## src/rtl/vdma_axi4s_to_axi4_core_if.sv

```systemverilog
// Bus bundle for the VDMA stream-to-memory write core: AXI4 write channels (AW/W/B)
// plus the 32-bit AXI4-Stream video input. "master" is the core's view, "slave" the far side.
interface vdma_axi4s_to_axi4_core_if #(
    parameter int ADDR_WIDTH = 32,
    parameter int LEN_WIDTH  = 8
);
    logic [5:0]            m_axi4_awid;
    logic [ADDR_WIDTH-1:0] m_axi4_awaddr;
    logic [LEN_WIDTH-1:0]  m_axi4_awlen;
    logic [2:0]            m_axi4_awsize;
    logic [1:0]            m_axi4_awburst;
    logic [3:0]            m_axi4_awcache;
    logic                  m_axi4_awlock;
    logic [2:0]            m_axi4_awprot;
    logic [3:0]            m_axi4_awqos;
    logic [3:0]            m_axi4_awregion;
    logic                  m_axi4_awvalid;
    logic                  m_axi4_awready;
    logic [31:0]           m_axi4_wdata;
    logic [3:0]            m_axi4_wstrb;
    logic                  m_axi4_wlast;
    logic                  m_axi4_wvalid;
    logic                  m_axi4_wready;
    logic                  m_axi4_bvalid;
    logic                  m_axi4_bready;
    logic                  s_axi4s_tuser;
    logic [31:0]           s_axi4s_tdata;
    logic                  s_axi4s_tvalid;
    logic                  s_axi4s_tready;

    modport master (
        output m_axi4_awid, m_axi4_awaddr, m_axi4_awlen, m_axi4_awsize, m_axi4_awburst,
        output m_axi4_awcache, m_axi4_awlock, m_axi4_awprot, m_axi4_awqos, m_axi4_awregion,
        output m_axi4_awvalid, m_axi4_wdata, m_axi4_wstrb, m_axi4_wlast, m_axi4_wvalid,
        output m_axi4_bready, s_axi4s_tready,
        input  m_axi4_awready, m_axi4_wready, m_axi4_bvalid,
        input  s_axi4s_tuser, s_axi4s_tdata, s_axi4s_tvalid
    );

    modport slave (
        input  m_axi4_awid, m_axi4_awaddr, m_axi4_awlen, m_axi4_awsize, m_axi4_awburst,
        input  m_axi4_awcache, m_axi4_awlock, m_axi4_awprot, m_axi4_awqos, m_axi4_awregion,
        input  m_axi4_awvalid, m_axi4_wdata, m_axi4_wstrb, m_axi4_wlast, m_axi4_wvalid,
        input  m_axi4_bready, s_axi4s_tready,
        output m_axi4_awready, m_axi4_wready, m_axi4_bvalid,
        output s_axi4s_tuser, s_axi4s_tdata, s_axi4s_tvalid
    );
endinterface

```

## src/rtl/vdma_axi4s_to_axi4_core.sv

```systemverilog
// VDMA write core: writes one video frame from an AXI4-Stream into memory as
// fixed-length AXI4 INCR bursts, line by line with a programmable stride.
module vdma_axi4s_to_axi4_core #(
    parameter int ADDR_WIDTH  = 32,
    parameter int LEN_WIDTH   = 8,
    parameter int INDEX_WIDTH = 8,
    parameter int H_WIDTH     = 12,
    parameter int V_WIDTH     = 12
) (
    input  logic                   aclk,
    input  logic                   areset,
    input  logic                   ctl_enable,
    input  logic                   ctl_update,
    output logic                   ctl_busy,
    output logic [INDEX_WIDTH-1:0] ctl_index,
    input  logic [ADDR_WIDTH-1:0]  param_addr,
    input  logic [ADDR_WIDTH-1:0]  param_stride,
    input  logic [H_WIDTH-1:0]     param_width,
    input  logic [V_WIDTH-1:0]     param_height,
    input  logic [LEN_WIDTH-1:0]   param_awlen,
    vdma_axi4s_to_axi4_core_if.master bus
);
    localparam int CNT_WIDTH = H_WIDTH + V_WIDTH;

    typedef enum logic [1:0] {W_IDLE, W_SYNC, W_DATA, W_DONE} w_state_t;

    logic                   busy_r;
    logic [INDEX_WIDTH-1:0] index_r;
    logic [ADDR_WIDTH-1:0]  addr_r;
    logic [ADDR_WIDTH-1:0]  stride_r;
    logic [H_WIDTH-1:0]     width_r;
    logic [V_WIDTH-1:0]     height_r;
    logic [LEN_WIDTH-1:0]   awlen_r;
    logic                   awvalid_r;
    logic                   aw_pend_r;
    logic [ADDR_WIDTH-1:0]  awaddr_r;
    logic [ADDR_WIDTH-1:0]  line_base_r;
    logic [H_WIDTH-1:0]     aw_x_r;
    logic [V_WIDTH-1:0]     aw_y_r;
    logic [3:0]             credit_r;
    w_state_t               w_state_r;
    logic [LEN_WIDTH-1:0]   w_beat_r;
    logic [H_WIDTH-1:0]     w_x_r;
    logic [V_WIDTH-1:0]     w_y_r;
    logic [CNT_WIDTH-1:0]   aw_cnt_r;
    logic [CNT_WIDTH-1:0]   b_cnt_r;

    logic                  start_s;
    logic [ADDR_WIDTH-1:0] start_addr_s;
    logic                  aw_hs_s;
    logic                  w_hs_s;
    logic                  w_burst_s;
    logic                  b_hs_s;
    logic                  credit_ok_s;
    logic [3:0]            credit_next_s;
    logic [H_WIDTH-1:0]    aw_x_next_s;
    logic                  line_end_s;
    logic                  frame_end_s;
    logic                  aw_pend_next_s;
    logic [ADDR_WIDTH-1:0] burst_bytes_s;
    logic                  tready_s;
    logic                  wvalid_s;
    logic                  wlast_s;

    assign start_s        = ~busy_r & ctl_enable;
    assign start_addr_s   = ctl_update ? param_addr : addr_r;
    assign aw_hs_s        = awvalid_r & bus.m_axi4_awready;
    assign w_hs_s         = wvalid_s & bus.m_axi4_wready;
    assign w_burst_s      = w_hs_s & wlast_s;
    assign b_hs_s         = busy_r & bus.m_axi4_bvalid;
    assign credit_ok_s    = (credit_r != 4'd0);
    assign aw_x_next_s    = aw_x_r + H_WIDTH'(awlen_r) + H_WIDTH'(1);
    assign line_end_s     = (aw_x_next_s == width_r);
    assign frame_end_s    = line_end_s && (aw_y_r == height_r - V_WIDTH'(1));
    assign aw_pend_next_s = aw_pend_r & ~(aw_hs_s & frame_end_s);
    assign burst_bytes_s  = (ADDR_WIDTH'(awlen_r) + ADDR_WIDTH'(1)) << 2'd2;

    // Credit = addresses issued minus data bursts finished; simultaneous events cancel.
    always_comb begin
        credit_next_s = credit_r;
        case ({aw_hs_s, w_burst_s})
            2'b10:   credit_next_s = credit_r + 4'd1;
            2'b01:   credit_next_s = credit_r - 4'd1;
            default: credit_next_s = credit_r;
        endcase
    end

    // Stream/W steering; in SYNC the tuser beat is left on the bus so it becomes pixel 0.
    always_comb begin
        tready_s = 1'b0;
        wvalid_s = 1'b0;
        wlast_s  = 1'b0;
        case (w_state_r)
            W_SYNC: begin
                tready_s = ~bus.s_axi4s_tuser;
            end
            W_DATA: begin
                wvalid_s = bus.s_axi4s_tvalid & credit_ok_s;
                tready_s = bus.m_axi4_wready & credit_ok_s;
                wlast_s  = (w_beat_r == awlen_r);
            end
            default: begin
                tready_s = 1'b0;
                wvalid_s = 1'b0;
                wlast_s  = 1'b0;
            end
        endcase
    end

    // Frame control, AW address generator, W beat tracking and B completion count.
    always_ff @(posedge aclk or posedge areset) begin
        if (areset) begin
            busy_r      <= 1'b0;
            index_r     <= '0;
            addr_r      <= '0;
            stride_r    <= '0;
            width_r     <= '0;
            height_r    <= '0;
            awlen_r     <= '0;
            awvalid_r   <= 1'b0;
            aw_pend_r   <= 1'b0;
            awaddr_r    <= '0;
            line_base_r <= '0;
            aw_x_r      <= '0;
            aw_y_r      <= '0;
            credit_r    <= 4'd0;
            w_state_r   <= W_IDLE;
            w_beat_r    <= '0;
            w_x_r       <= '0;
            w_y_r       <= '0;
            aw_cnt_r    <= '0;
            b_cnt_r     <= '0;
        end else if (start_s) begin
            busy_r      <= 1'b1;
            index_r     <= index_r + INDEX_WIDTH'(1);
            if (ctl_update) begin
                addr_r   <= param_addr;
                stride_r <= param_stride;
                width_r  <= param_width;
                height_r <= param_height;
                awlen_r  <= param_awlen;
            end
            awvalid_r   <= 1'b1;
            aw_pend_r   <= 1'b1;
            awaddr_r    <= start_addr_s;
            line_base_r <= start_addr_s;
            aw_x_r      <= '0;
            aw_y_r      <= '0;
            credit_r    <= 4'd0;
            w_state_r   <= W_SYNC;
            w_beat_r    <= '0;
            w_x_r       <= '0;
            w_y_r       <= '0;
            aw_cnt_r    <= '0;
            b_cnt_r     <= '0;
        end else begin
            credit_r  <= credit_next_s;
            aw_pend_r <= aw_pend_next_s;
            // Once raised, awvalid stays up until accepted; credit can only fall meanwhile.
            awvalid_r <= (awvalid_r & ~bus.m_axi4_awready) |
                         (aw_pend_next_s & (credit_next_s != 4'd15));
            if (aw_hs_s) begin
                aw_cnt_r <= aw_cnt_r + CNT_WIDTH'(1);
                if (line_end_s) begin
                    aw_x_r      <= '0;
                    aw_y_r      <= aw_y_r + V_WIDTH'(1);
                    line_base_r <= line_base_r + stride_r;
                    awaddr_r    <= line_base_r + stride_r;
                end else begin
                    aw_x_r   <= aw_x_next_s;
                    awaddr_r <= awaddr_r + burst_bytes_s;
                end
            end
            case (w_state_r)
                W_SYNC: begin
                    if (bus.s_axi4s_tvalid && bus.s_axi4s_tuser) begin
                        w_state_r <= W_DATA;
                    end
                end
                W_DATA: begin
                    if (w_hs_s) begin
                        w_beat_r <= wlast_s ? '0 : w_beat_r + LEN_WIDTH'(1);
                        if (w_x_r == width_r - H_WIDTH'(1)) begin
                            w_x_r <= '0;
                            w_y_r <= w_y_r + V_WIDTH'(1);
                            if (w_y_r == height_r - V_WIDTH'(1)) begin
                                w_state_r <= W_DONE;
                            end
                        end else begin
                            w_x_r <= w_x_r + H_WIDTH'(1);
                        end
                    end
                end
                default: begin
                end
            endcase
            if (b_hs_s) begin
                b_cnt_r <= b_cnt_r + CNT_WIDTH'(1);
            end
            if (busy_r && !aw_pend_r && (w_state_r == W_DONE) && (b_cnt_r == aw_cnt_r)) begin
                busy_r    <= 1'b0;
                w_state_r <= W_IDLE;
            end
        end
    end

    assign ctl_busy             = busy_r;
    assign ctl_index            = index_r;
    assign bus.m_axi4_awid      = 6'd0;
    assign bus.m_axi4_awaddr    = awaddr_r;
    assign bus.m_axi4_awlen     = awlen_r;
    assign bus.m_axi4_awsize    = 3'b010;
    assign bus.m_axi4_awburst   = 2'b01;
    assign bus.m_axi4_awcache   = 4'b0001;
    assign bus.m_axi4_awlock    = 1'b0;
    assign bus.m_axi4_awprot    = 3'b000;
    assign bus.m_axi4_awqos     = 4'd0;
    assign bus.m_axi4_awregion  = 4'd0;
    assign bus.m_axi4_awvalid   = awvalid_r;
    assign bus.m_axi4_wdata     = bus.s_axi4s_tdata;
    assign bus.m_axi4_wstrb     = 4'b1111;
    assign bus.m_axi4_wlast     = wlast_s;
    assign bus.m_axi4_wvalid    = wvalid_s;
    assign bus.m_axi4_bready    = busy_r;
    assign bus.s_axi4s_tready   = tready_s;
endmodule
```

## src/flat_wrapper.sv

```systemverilog
// flat-port wrapper written by rule: the top's interface ports become plain ports
module vdma_axi4s_to_axi4_core_flat 
#(
    parameter int ADDR_WIDTH  = 32,
    parameter int LEN_WIDTH   = 8,
    parameter int INDEX_WIDTH = 8,
    parameter int H_WIDTH     = 12,
    parameter int V_WIDTH     = 12
)
  (aclk, areset, ctl_enable, ctl_update, ctl_busy, ctl_index, param_addr, param_stride, param_width, param_height, param_awlen, bus_m_axi4_awid, bus_m_axi4_awaddr, bus_m_axi4_awlen, bus_m_axi4_awsize, bus_m_axi4_awburst, bus_m_axi4_awcache, bus_m_axi4_awlock, bus_m_axi4_awprot, bus_m_axi4_awqos, bus_m_axi4_awregion, bus_m_axi4_awvalid, bus_m_axi4_wdata, bus_m_axi4_wstrb, bus_m_axi4_wlast, bus_m_axi4_wvalid, bus_m_axi4_bready, bus_s_axi4s_tready, bus_m_axi4_awready, bus_m_axi4_wready, bus_m_axi4_bvalid, bus_s_axi4s_tuser, bus_s_axi4s_tdata, bus_s_axi4s_tvalid);
  vdma_axi4s_to_axi4_core_if #(.ADDR_WIDTH(ADDR_WIDTH), .LEN_WIDTH(LEN_WIDTH)) bus_i ();
  input  logic aclk;
  input  logic areset;
  input  logic ctl_enable;
  input  logic ctl_update;
  output logic ctl_busy;
  output logic [INDEX_WIDTH-1:0] ctl_index;
  input  logic [ADDR_WIDTH-1:0] param_addr;
  input  logic [ADDR_WIDTH-1:0] param_stride;
  input  logic [H_WIDTH-1:0] param_width;
  input  logic [V_WIDTH-1:0] param_height;
  input  logic [LEN_WIDTH-1:0] param_awlen;
  output wire logic [$bits(bus_i.m_axi4_awid)-1:0] bus_m_axi4_awid;
  output wire logic [$bits(bus_i.m_axi4_awaddr)-1:0] bus_m_axi4_awaddr;
  output wire logic [$bits(bus_i.m_axi4_awlen)-1:0] bus_m_axi4_awlen;
  output wire logic [$bits(bus_i.m_axi4_awsize)-1:0] bus_m_axi4_awsize;
  output wire logic [$bits(bus_i.m_axi4_awburst)-1:0] bus_m_axi4_awburst;
  output wire logic [$bits(bus_i.m_axi4_awcache)-1:0] bus_m_axi4_awcache;
  output wire logic [$bits(bus_i.m_axi4_awlock)-1:0] bus_m_axi4_awlock;
  output wire logic [$bits(bus_i.m_axi4_awprot)-1:0] bus_m_axi4_awprot;
  output wire logic [$bits(bus_i.m_axi4_awqos)-1:0] bus_m_axi4_awqos;
  output wire logic [$bits(bus_i.m_axi4_awregion)-1:0] bus_m_axi4_awregion;
  output wire logic [$bits(bus_i.m_axi4_awvalid)-1:0] bus_m_axi4_awvalid;
  output wire logic [$bits(bus_i.m_axi4_wdata)-1:0] bus_m_axi4_wdata;
  output wire logic [$bits(bus_i.m_axi4_wstrb)-1:0] bus_m_axi4_wstrb;
  output wire logic [$bits(bus_i.m_axi4_wlast)-1:0] bus_m_axi4_wlast;
  output wire logic [$bits(bus_i.m_axi4_wvalid)-1:0] bus_m_axi4_wvalid;
  output wire logic [$bits(bus_i.m_axi4_bready)-1:0] bus_m_axi4_bready;
  output wire logic [$bits(bus_i.s_axi4s_tready)-1:0] bus_s_axi4s_tready;
  input wire logic [$bits(bus_i.m_axi4_awready)-1:0] bus_m_axi4_awready;
  input wire logic [$bits(bus_i.m_axi4_wready)-1:0] bus_m_axi4_wready;
  input wire logic [$bits(bus_i.m_axi4_bvalid)-1:0] bus_m_axi4_bvalid;
  input wire logic [$bits(bus_i.s_axi4s_tuser)-1:0] bus_s_axi4s_tuser;
  input wire logic [$bits(bus_i.s_axi4s_tdata)-1:0] bus_s_axi4s_tdata;
  input wire logic [$bits(bus_i.s_axi4s_tvalid)-1:0] bus_s_axi4s_tvalid;
  assign bus_m_axi4_awid = bus_i.m_axi4_awid;
  assign bus_m_axi4_awaddr = bus_i.m_axi4_awaddr;
  assign bus_m_axi4_awlen = bus_i.m_axi4_awlen;
  assign bus_m_axi4_awsize = bus_i.m_axi4_awsize;
  assign bus_m_axi4_awburst = bus_i.m_axi4_awburst;
  assign bus_m_axi4_awcache = bus_i.m_axi4_awcache;
  assign bus_m_axi4_awlock = bus_i.m_axi4_awlock;
  assign bus_m_axi4_awprot = bus_i.m_axi4_awprot;
  assign bus_m_axi4_awqos = bus_i.m_axi4_awqos;
  assign bus_m_axi4_awregion = bus_i.m_axi4_awregion;
  assign bus_m_axi4_awvalid = bus_i.m_axi4_awvalid;
  assign bus_m_axi4_wdata = bus_i.m_axi4_wdata;
  assign bus_m_axi4_wstrb = bus_i.m_axi4_wstrb;
  assign bus_m_axi4_wlast = bus_i.m_axi4_wlast;
  assign bus_m_axi4_wvalid = bus_i.m_axi4_wvalid;
  assign bus_m_axi4_bready = bus_i.m_axi4_bready;
  assign bus_s_axi4s_tready = bus_i.s_axi4s_tready;
  assign bus_i.m_axi4_awready = bus_m_axi4_awready;
  assign bus_i.m_axi4_wready = bus_m_axi4_wready;
  assign bus_i.m_axi4_bvalid = bus_m_axi4_bvalid;
  assign bus_i.s_axi4s_tuser = bus_s_axi4s_tuser;
  assign bus_i.s_axi4s_tdata = bus_s_axi4s_tdata;
  assign bus_i.s_axi4s_tvalid = bus_s_axi4s_tvalid;
  vdma_axi4s_to_axi4_core #(.ADDR_WIDTH(ADDR_WIDTH), .LEN_WIDTH(LEN_WIDTH), .INDEX_WIDTH(INDEX_WIDTH), .H_WIDTH(H_WIDTH), .V_WIDTH(V_WIDTH)) u_core (.aclk(aclk), .areset(areset), .ctl_enable(ctl_enable), .ctl_update(ctl_update), .ctl_busy(ctl_busy), .ctl_index(ctl_index), .param_addr(param_addr), .param_stride(param_stride), .param_width(param_width), .param_height(param_height), .param_awlen(param_awlen), .bus(bus_i));
endmodule
```

## config.mk

```make
export PLATFORM = sky130hd
export DESIGN_NAME = vdma_axi4s_to_axi4_core_flat
export DESIGN_NICKNAME = d
export VERILOG_FILES = /design/src/rtl/vdma_axi4s_to_axi4_core_if.sv /design/src/rtl/vdma_axi4s_to_axi4_core.sv /design/src/flat_wrapper.sv
export SDC_FILE = /design/constraint.sdc
export NUM_CORES = 1
export LEC_CHECK = 0
export ABC_CLOCK_PERIOD_IN_PS = 9000
export BUFFER_PORTS_ARGS = -buffer_cell sky130_fd_sc_hd__buf_4
export CORE_UTILIZATION = 35
export CTS_BUF_LIST = sky130_fd_sc_hd__clkbuf_8
export CTS_CLUSTER_DIAMETER = 100
export DETAILED_ROUTE_END_ITERATION = 16
export HOLD_SLACK_MARGIN = 0.1
export SYNTH_ARGS = -nofsm -noshare
export SYNTH_HDL_FRONTEND = slang
export SYNTH_SLANG_ARGS = --single-unit
```

## constraint.sdc

```tcl
create_clock -name aclk -period 9 [get_ports aclk]
set_input_delay 0 -clock aclk [delete_from_list [all_inputs] [get_ports aclk]]
set_output_delay 0 -clock aclk [all_outputs]
set_load 0.005 [all_outputs]
```

==> results of run 1 <==
-- cells by family (layout without fill, tap and decap cells) --
family / count (synthesis) / count (layout) / synth area share
muxes: 132 / 132 / 0.0806
buffers and inverters: 188 / 455 / 0.0544
DFF: 281 / 281 / 0.392
and+or+nand+nor: 671 / 671 / 0.183
other: 2 / 31 / 0.000419
adders and majority gates: 68 / 68 / 0.0486
AOI/OAI and AO/OA: 408 / 408 / 0.151
xor gates and xnor gates: 181 / 181 / 0.0900
-- how the worst max path moves through the flow --
stage	to	slack [ns]
2_1_floorplan	u_core.addr_r[0]	1.25
3_3_place_gp	u_core.bus.m_axi4_awaddr[17]	4.62
3_5_place_dp	u_core.bus.m_axi4_awaddr[17]	4.50
4_1_cts	u_core.bus.m_axi4_awaddr[17]	4.50
5_1_grt	u_core.bus.m_axi4_awaddr[17]	4.27
6_report	u_core.bus.m_axi4_awaddr[17]	4.50
-- area by class of cell --
| cell class | count | area [um^2] |
|---|---|---|
| Multi-Input combinational cell | 1491 | 10100 |
| Timing Repair Buffer | 327 | 2830 |
| Clock buffer | 63 | 867 |
| Clock inverter | 28 | 115 |
| Fill cell | 4825 | 28500 |
| Sequential cell | 281 | 7030 |
| Tap cell | 672 | 841 |
| Inverter | 37 | 146 |
-- sequential cells by signal (all words and copies together) (netlist names) --
name                       count
u_core.addr_r                 32
u_core.aw_cnt_r               24
u_core.aw_pend_r               1
u_core.aw_x_r                 12
u_core.aw_y_r                 12
u_core.b_cnt_r                24
u_core.bus.m_axi4_awaddr      32
u_core.bus.m_axi4_awlen        8
u_core.bus.m_axi4_awvalid      1
u_core.bus.m_axi4_bready       1
u_core.credit_r                4
u_core.ctl_index               8
u_core.height_r               12
u_core.line_base_r            32
u_core.stride_r               32
u_core.w_beat_r                8
u_core.w_state_r               2
u_core.w_x_r                  12
u_core.w_y_r                  12
u_core.width_r                12
-- metal layers --
layer  track usage  wire [um]
met1         0.265      23800
met2         0.332      25100
met5             0          8
met4        0.0717       1500
met3        0.0302       2290
-- what timing repair did --
action | 4_1_cts | 5_1_grt
hold endpoints to repair | 303 | 0
hold buffers | 149 | 0
setup endpoints to repair | 0 | 0
-- where the power goes --
part	switching (mW)	internal (mW)	leakage, nW
logic	2.13	1.80	5.80
registers	0.505	1.70	3.57
clock network	0.565	0.627	0.591
-- metrics by stage --
step	util	total power, mW	std cells	hold slack [ns]	setup WS, ns
after global routing	0.435	7.89	2899	0.133	4.27
after CTS	0.435	7.33	2899	0.102	4.50
after global placement	0.386	5.92	2659	0.0000346	4.62
final	0.435	7.32	2899	0.148	4.50
after detailed placement	0.386	6.02	2659	0.0000346	4.50
after floorplan	-	4.96	1960	0.0808	1.25
-- cells in the mapped netlist (all sizes together), types with 60 or more instances --
cell / count
ha: 64
o21ai: 92
clkbuf: 60
xor2: 77
mux2: 96
nand2: 174
dfrtp: 281
nand3: 62
a21oi: 90
nor2: 186
xnor2: 102
buf: 91
-- critical path: cells and delay by family, from the launching register on --
| kind | cells | cell delay (ns) |
|---|---|---|
| buf+inv | 2 | 0.47 |
| fa+ha+maj | 2 | 0.65 |
| simple gates | 6 | 2.24 |
| compound gates | 3 | 0.58 |
| flops | 1 | 0.45 |
==> impl_metrics.toml, run 1 <==
[clock_tree]
cts_resized = 0
cts_tree = "built"
numCtsBuffers = 51
htreeDepth = 2
cts.clk_slew.worst_paths_ns = 0.07
postCtsSetupRepairBufs = 0
cts_root_buf = "clkbuf_8"
clk_latency_ns = 0.63
cts_sinks = 281
cts_buffer_depth = 3

[setup_path]
r2r_cells = 13
cp-start-kind = "register"
critical_path_class = "reg -> reg"
cpPeakStageDelay_ns = 0.90
critPathRequiredTime_ns = 9.51
worstReg2RegEnd = "u_core.bus.m_axi4_awaddr[17]"
crit_start = "u_core.bus.m_axi4_awlen[0]"
ff2ff_setup_slack_ns = 4.50
cp-end-kind = "register"
critical_path.max_fanout = 31
critical-path-slowest-cell = "or4_1"
rr_startpoint = "u_core.bus.m_axi4_awlen[0]"
critPathArrivalTime_ns = 5.01
crit_chain = "inv_1 -> ha_1 -> fa_1 -> nor2b_1 -> o2111ai_1 -> and4b_1 -> or3_1 -> a211o_1 -> or4_1 -> nand2_1 -> buf_4 -> and3_1 -> a311oi_1"

[logic_synthesis]
synth_area_leaders = "dfrtp_1 (39%), mux2_2 (6.0%), xnor2_1 (5.0%)"
async_flop_share = 1.00
synth_seq_cells = 281
synth-warning-count = 0
synth_edf_count = 0
synth_top_area_share = 0.392
dominantRegCellSynth = "dfrtp_1"
netlist_instances = 1931
yosysTopAreaCell = "dfrtp_1"
synth.avg_cell_area_um2 = 9.28
ys_seq_area_frac = 0.392
synth_cell_types = 83
syn-cell-area_um2 = 17900

[status]
outcome = "complete, no violations"

[detailed_routing]
routedWlPerCell_um = 18.2
drtPass1Iterations = 5
drc = 0
via_per_inst = 5.33
finalWirelength_um = 52700
drt_iter0_drc = 966
postRouteAntennaNets = 0
vias = 15500

[global_routing]
grt_pass1_wl_um = 84200
grt_max_degree = 76
grt_pass1_vias = 15300
overflow = 0
grt_usage = 0.201
antenna_found_initial = 2

[sta]
worst_pin_slew_ns = 1.01
setup_tns_ns = 0
fin_crit_sh = 0.500
skew_ns = 0.0285
slew_violations = 0
rsz0062_at_grt = "no"
final_hold_viol_count = 0
fmax_mhz = 222
max_slew_margin = 0.325
fin_crit_ns = 4.50
setup_viol = 0

[power_and_ir_drop]
ir_drop_mv = 0.146
power_density_nw_per_um2 = 334
leakage_nw = 9.96

[floorplan]
die-area_um2 = 52100
num_io_pins = 254
fp.dieW_um = 228
initial_utilization = 0.356
die_y_um = 228
num_rows = 82
core_area_um2 = 50400

[place]
place_hpwl_um = 36200
port_buffers = 158
gp_congestion = 0.867
dpl_cell_area_um2 = 19400

[final_layout]
final_cell_mix = "dfrtp_1 (281), nor2_1 (185), buf_4 (178)"
fin_area_um2 = 21900
layout_commonest_cell = "dfrtp_1"
diodes = 0
final_nets = 2393
syn_to_final_growth_pct = 22.2
layout-drive-gt1-share = 0.169

[min_path]
min_path_type = "in -> reg"
min_from = "param_stride[20]"
holdPathEnd = "u_core.stride_r[20]"
holdPathStages = 3

[run]
cap_violations = 0
Power figures use the tool's default switching activity.
==> run 2, diff against run 1 <==
--- a/config.mk
+++ b/config.mk
@@ -5,7 +5,7 @@
 export SDC_FILE = /design/constraint.sdc
 export NUM_CORES = 1
 export LEC_CHECK = 0
-export ABC_CLOCK_PERIOD_IN_PS = 9000
+export ABC_CLOCK_PERIOD_IN_PS = 3700
 export BUFFER_PORTS_ARGS = -buffer_cell sky130_fd_sc_hd__buf_4
 export CORE_UTILIZATION = 35
 export CTS_BUF_LIST = sky130_fd_sc_hd__clkbuf_8
==> constraint.sdc (replaced) <==
create_clock -name aclk -period 3.7 [get_ports aclk]
set_input_delay 0 -clock aclk [delete_from_list [all_inputs] [get_ports aclk]]
set_output_delay 0 -clock aclk [all_outputs]
set_load 0.005 [all_outputs]
==> run 2 against run 1 <==
Compared with the run above: critical path depth stayed put; global-route usage is 0.74 points higher; worst hold slack worse by 0.0027 ns; clock power grew to 2.8 times the previous value; flip-flop and latch count stayed put; register-to-register slack worse by 4.3 ns; sequential share of layout area is 1.9 points lower.
==> impl_metrics.toml, run 2 (same netlist as run 1, synthesis figures left out) <==
[status]
outcome = "complete, no violations"

[sta]
fin_crit_sh = 0.958
fmax_mhz = 282
layout_setup_ws_ns = 0.154
rsz0062_at_grt = "no"
worst_pin_slew_ns = 0.765
setup_viol = 0
fin_crit_ns = 3.55
max_slew_margin = 0.490
skew_ns = 0.0553
final_hold_viol_count = 0
slew_violations = 0

[global_routing]
grt_max_degree = 115
grt_usage = 0.208
grt_pass1_vias = 16000
overflow = 0
grt_pass1_wl_um = 87000
antenna_found_initial = 2

[clock_tree]
htreeDepth = 2
clk_latency_ns = 0.66
cts_tree = "built"
cts_root_buf = "clkbuf_8"
cts_buffer_depth = 3
cts_sinks = 281
numCtsBuffers = 53
cts.clk_slew.worst_paths_ns = 0.06

[min_path]
holdPathStages = 3
min_path_type = "in -> reg"
min_from = "param_height[1]"

[power_and_ir_drop]
p_int_mw = 11.1
swShare = 0.426
leakage_nw = 10.6
switchingPower_mw = 8.21
power_density_nw_per_um2 = 829
combPwrFrac = 0.550
ir_drop_mv = 0.411
pwr-share-clk = 0.175
seq_power_share = 0.275

[place]
place_hpwl_um = 38600
gp_congestion = 0.887
pre_cts_ws_ns = -0.166
port_buffers = 158

[detailed_routing]
drtPass1Iterations = 7
via_per_inst = 5.25
vias = 15800
drt_iter0_drc = 950
drc = 0
routedWlPerCell_um = 18.1
postRouteAntennaNets = 0
finalWirelength_um = 54600

[final_layout]
layout_commonest_cell = "dfrtp_1"
final_cell_mix = "dfrtp_1 (281), buf_4 (243), nor2_1 (185)"
nFillCells = 4720
syn_to_final_growth_pct = 29.7
fin_util = 0.461
layout-drive-gt1-share = 0.203
final_nets = 2506

[floorplan]
num_io_pins = 254
fp.dieW_um = 228
core_area_um2 = 50400
die-area_um2 = 52100
num_rows = 82
die_y_um = 228
initial_utilization = 0.356

[setup_path]
r2r_cells = 13
cpPeakStageDelay_ns = 0.52
critical-path-slowest-cell = "or4_1"
crit_start = "u_core.bus.m_axi4_awlen[2]"
rr_startpoint = "u_core.bus.m_axi4_awlen[2]"
crit_chain = "ha_1 -> o211a_1 -> o21a_4 -> mux2_4 -> or4_1 -> or4_4 -> buf_4 -> nor4_4 -> buf_4 -> buf_12 -> nor4bb_4 -> o21bai_1 -> o211a_1"
critPathRequiredTime_ns = 4.25
cp-end-kind = "register"
crit_family = "simple AND/OR/NAND/NOR gates"
cp-start-kind = "register"
critical_path.max_fanout = 6
worst-path-stages = 13
crit_buf_inv = 3
critPathArrivalTime_ns = 4.09
critical_path_class = "reg -> reg"

[run]
cap_violations = 0
[run 2: metal layers]
layer,share of wire,GRT usage
met2,0.48,0.354
met4,0.034,0.0843
met3,0.048,0.0322
met1,0.44,0.263
met5,0,0
[run 2: metrics by stage]
stage	cell area (um^2)	hold slack, ns	setup TNS [ns]	total power, mW	std cells
after floorplan	18000	0.0808	-5.99	12.1	1960
final	23200	0.146	0	19.3	3019
after CTS	23200	0.100	0	19.2	3016
after detailed placement	20100	0.0000346	-4.81	15.5	2733
after global placement	20100	0.0000346	-2.31	15.3	2733
after global routing	23200	0.135	0	20.7	3019
[run 2: path summary, 6_finish.rpt]
check,to,slack (ns)
min,u_core.height_r[1],0.15
min reg2reg,u_core.addr_r[16],0.48
max reg2reg,u_core.bus.m_axi4_awaddr[16],0.15
max,u_core.bus.m_axi4_awaddr[16],0.15
max in group asynchronous,u_core.ctl_index[7],1.88
min in group asynchronous,u_core.height_r[9],0.65
[run 2: power groups by stage]
stage	Clock [mW]	Sequential [mW]	Combinational [mW]
after floorplan	0	4.89	7.18
after global placement	0	5.28	9.99
after detailed placement	0	5.31	10.2
after CTS	3.48	5.27	10.4
after global routing	3.60	5.43	11.7
final	3.38	5.29	10.6
[run 2: final cells by class]
cell class / instances / area (um^2) / share of cell area
sequential: 281 / 7030 / 0.303
clock buffer: 67 / 922 / 0.0397
multi-input combinational: 1491 / 10200 / 0.437
inverter: 37 / 143 / 0.00614
tap: 672 / 841 / 0.0362
timing repair buffer: 438 / 3890 / 0.167
clock inverter: 32 / 259 / 0.0111
antenna: 1 / 2.50 / 0.000108
[run 2: timing repair]
action / CTS / global route
buffers inserted: 0 / 2
setup endpoints to repair: 44 / 52
pin swaps: 0 / 8
hold endpoints to repair: 418 / 0
gates resized for setup: 8 / 11
hold buffers: 184 / 0
[run 2: worst min-delay path: cells and delay by family]
family,cells,cell delay (ns)
buf+inv,2,0.64
mux,1,0.12
==> run 3, diff against run 2 <==
--- a/config.mk
+++ b/config.mk
@@ -12,6 +12,7 @@
 export CTS_CLUSTER_DIAMETER = 100
 export DETAILED_ROUTE_END_ITERATION = 16
 export HOLD_SLACK_MARGIN = 0.1
+export RECOVER_POWER = 100
 export SYNTH_ARGS = -nofsm -noshare
 export SYNTH_HDL_FRONTEND = slang
 export SYNTH_SLANG_ARGS = --single-unit
==> run 3 against run 2 <==
Compared with the run above: the flow now finishes with violations (capacitance limit, slew limit); die area did not move; final cell count did not move; combinational power barely moved; first-iteration DRC count rose by 14%; worst setup slack got worse by 0.039 ns; critical path depth fell by 2; flip-flop and latch count did not move.
==> impl_metrics.toml, run 3 (same netlist as run 1, synthesis figures left out) <==
[detailed_routing]
via_per_inst = 5.26
drt_iter0_drc = 1084
finalWirelength_um = 54600
postRouteAntennaNets = 0
drtPass1Iterations = 7
drc = 0
vias = 15900
routedWlPerCell_um = 18.1

[clock_tree]
htreeDepth = 2
cts_buffer_depth = 3
clk_latency_ns = 0.66
cts.clk_slew.worst_paths_ns = 0.06
cts_tree = "built"
cts_root_buf = "clkbuf_8"
cts_sinks = 281
numCtsBuffers = 53

[final_layout]
final_cell_mix = "dfrtp_1 (281), nor2_1 (185), dlygate4sd3_1 (184)"
layout_commonest_cell = "dfrtp_1"
fin_area_um2 = 23000
layout-drive-gt1-share = 0.188
instances_no_fill = 3019
fin_util = 0.458
syn_to_final_growth_pct = 28.6
final_nets = 2506
nFillCells = 4755

[global_routing]
grt_pass1_wl_um = 87000
grt_pass1_vias = 16000
grt_max_degree = 115
grt_usage = 0.208
antenna_found_initial = 2
overflow = 0

[sta]
setup_viol = 0
max_slew_margin = -0.0571
worst_pin_slew_ns = 1.59
slew_violations = 110
fin_crit_ns = 3.59
holdWs_ns = 0.144
fin_crit_sh = 0.969
final_hold_viol_count = 0
skew_ns = 0.0555
fmax_mhz = 279
rsz0062_at_grt = "no"

[setup_path]
critical_path_class = "reg -> reg"
critPathRequiredTime_ns = 4.20
cp-end-kind = "register"
critPathArrivalTime_ns = 4.09
cp-start-kind = "register"
crit_start = "u_core.bus.m_axi4_awlen[2]"
rr_startpoint = "u_core.bus.m_axi4_awlen[2]"
critical_path.max_fanout = 9

[place]
place_hpwl_um = 38600
dp_cells = 2733
gp_congestion = 0.887
dpl_cell_area_um2 = 20100
port_buffers = 158

[run]
cap_violations = 1

[status]
violations = "capacitance limit, slew limit"
outcome = "finished, violations left"

[power_and_ir_drop]
power_density_nw_per_um2 = 830
ir_drop_mv = 0.411
leakage_nw = 10.5
power_mw = 19.1

[floorplan]
core_area_um2 = 50400
num_rows = 82
die-area_um2 = 52100
die_y_um = 228
num_io_pins = 254
initial_utilization = 0.356
fp.dieW_um = 228

[min_path]
min_path_type = "in -> reg"
min_from = "param_height[1]"
[run 3: changes by cell type in the layout (fill, tap and decap cells not counted), sizes merged]
cell and change:
buf -68, clkbuf +68
[run 3: report_power, final]
part	internal, mW	total (mW)	switching [mW]
logic	4.90	10.5	5.58
clock network	1.91	3.37	1.45
registers	4.13	5.28	1.15
total	10.9	19.1	8.18
[run 3: area by class of cell]
type,instances,area (um^2),share of cell area
multi-input cells,1491,10100,0.440
well taps,672,841,0.0365
inverters,37,140,0.00608
clock buffers,67,922,0.0400
clock inverters,32,259,0.0112
repair buffers,438,3720,0.161
diodes,1,2.50,0.000109
flip-flops and latches,281,7030,0.305
[run 3: through the flow]
stage	setup WS (ns)	setup TNS [ns]
after global placement	-0.118	-2.31
after floorplan	-0.0213	-5.99
after global routing	0.00465	0
after detailed placement	-0.166	-4.81
final	0.115	0
after CTS	0.00603	0
[run 3: final timing paths]
kind                                          to  cells past startpoint  slack (ns)
min in group asynchronous     u_core.height_r[9]                      4        0.81
max                             u_core.aw_x_r[2]                     11        0.11
min                           u_core.height_r[1]                      3        0.14
min reg2reg                    u_core.addr_r[17]                      2        0.48
max in group asynchronous  u_core.line_base_r[8]                      5        0.62
max reg2reg                     u_core.aw_x_r[2]                     11        0.11
[run 3: worst max-delay path, stage by stage (launching register included)]
cell	delay (ns)
dfrtp_1	0.38
ha_1	0.38
o211a_1	0.25
o21a_4	0.13
mux2_4	0.30
or4_1	0.52
or4_4	0.44
or3_4	0.42
nand3_2	0.13
clkbuf_2	0.26
inv_1	0.07
a22o_1	0.18
[run 3: repair_timing]
action	4_1_cts	5_1_grt
pin swaps	0	8
setup endpoints to repair	44	52
hold buffers	184	0
resized for setup	8	11
buffers inserted	0	2
endpoints found under the hold margin	418	0
[run 3: per-layer routing]
layer | vias to the layer above | global-route usage | wire [um]
met3 | 104 | 0.0322 | 2500
li1 | 7601 | - | -
met4 | 0 | 0.0843 | 1810
met2 | 413 | 0.354 | 26400
met1 | 7752 | 0.263 | 23900
met5 | - | 0 | 0
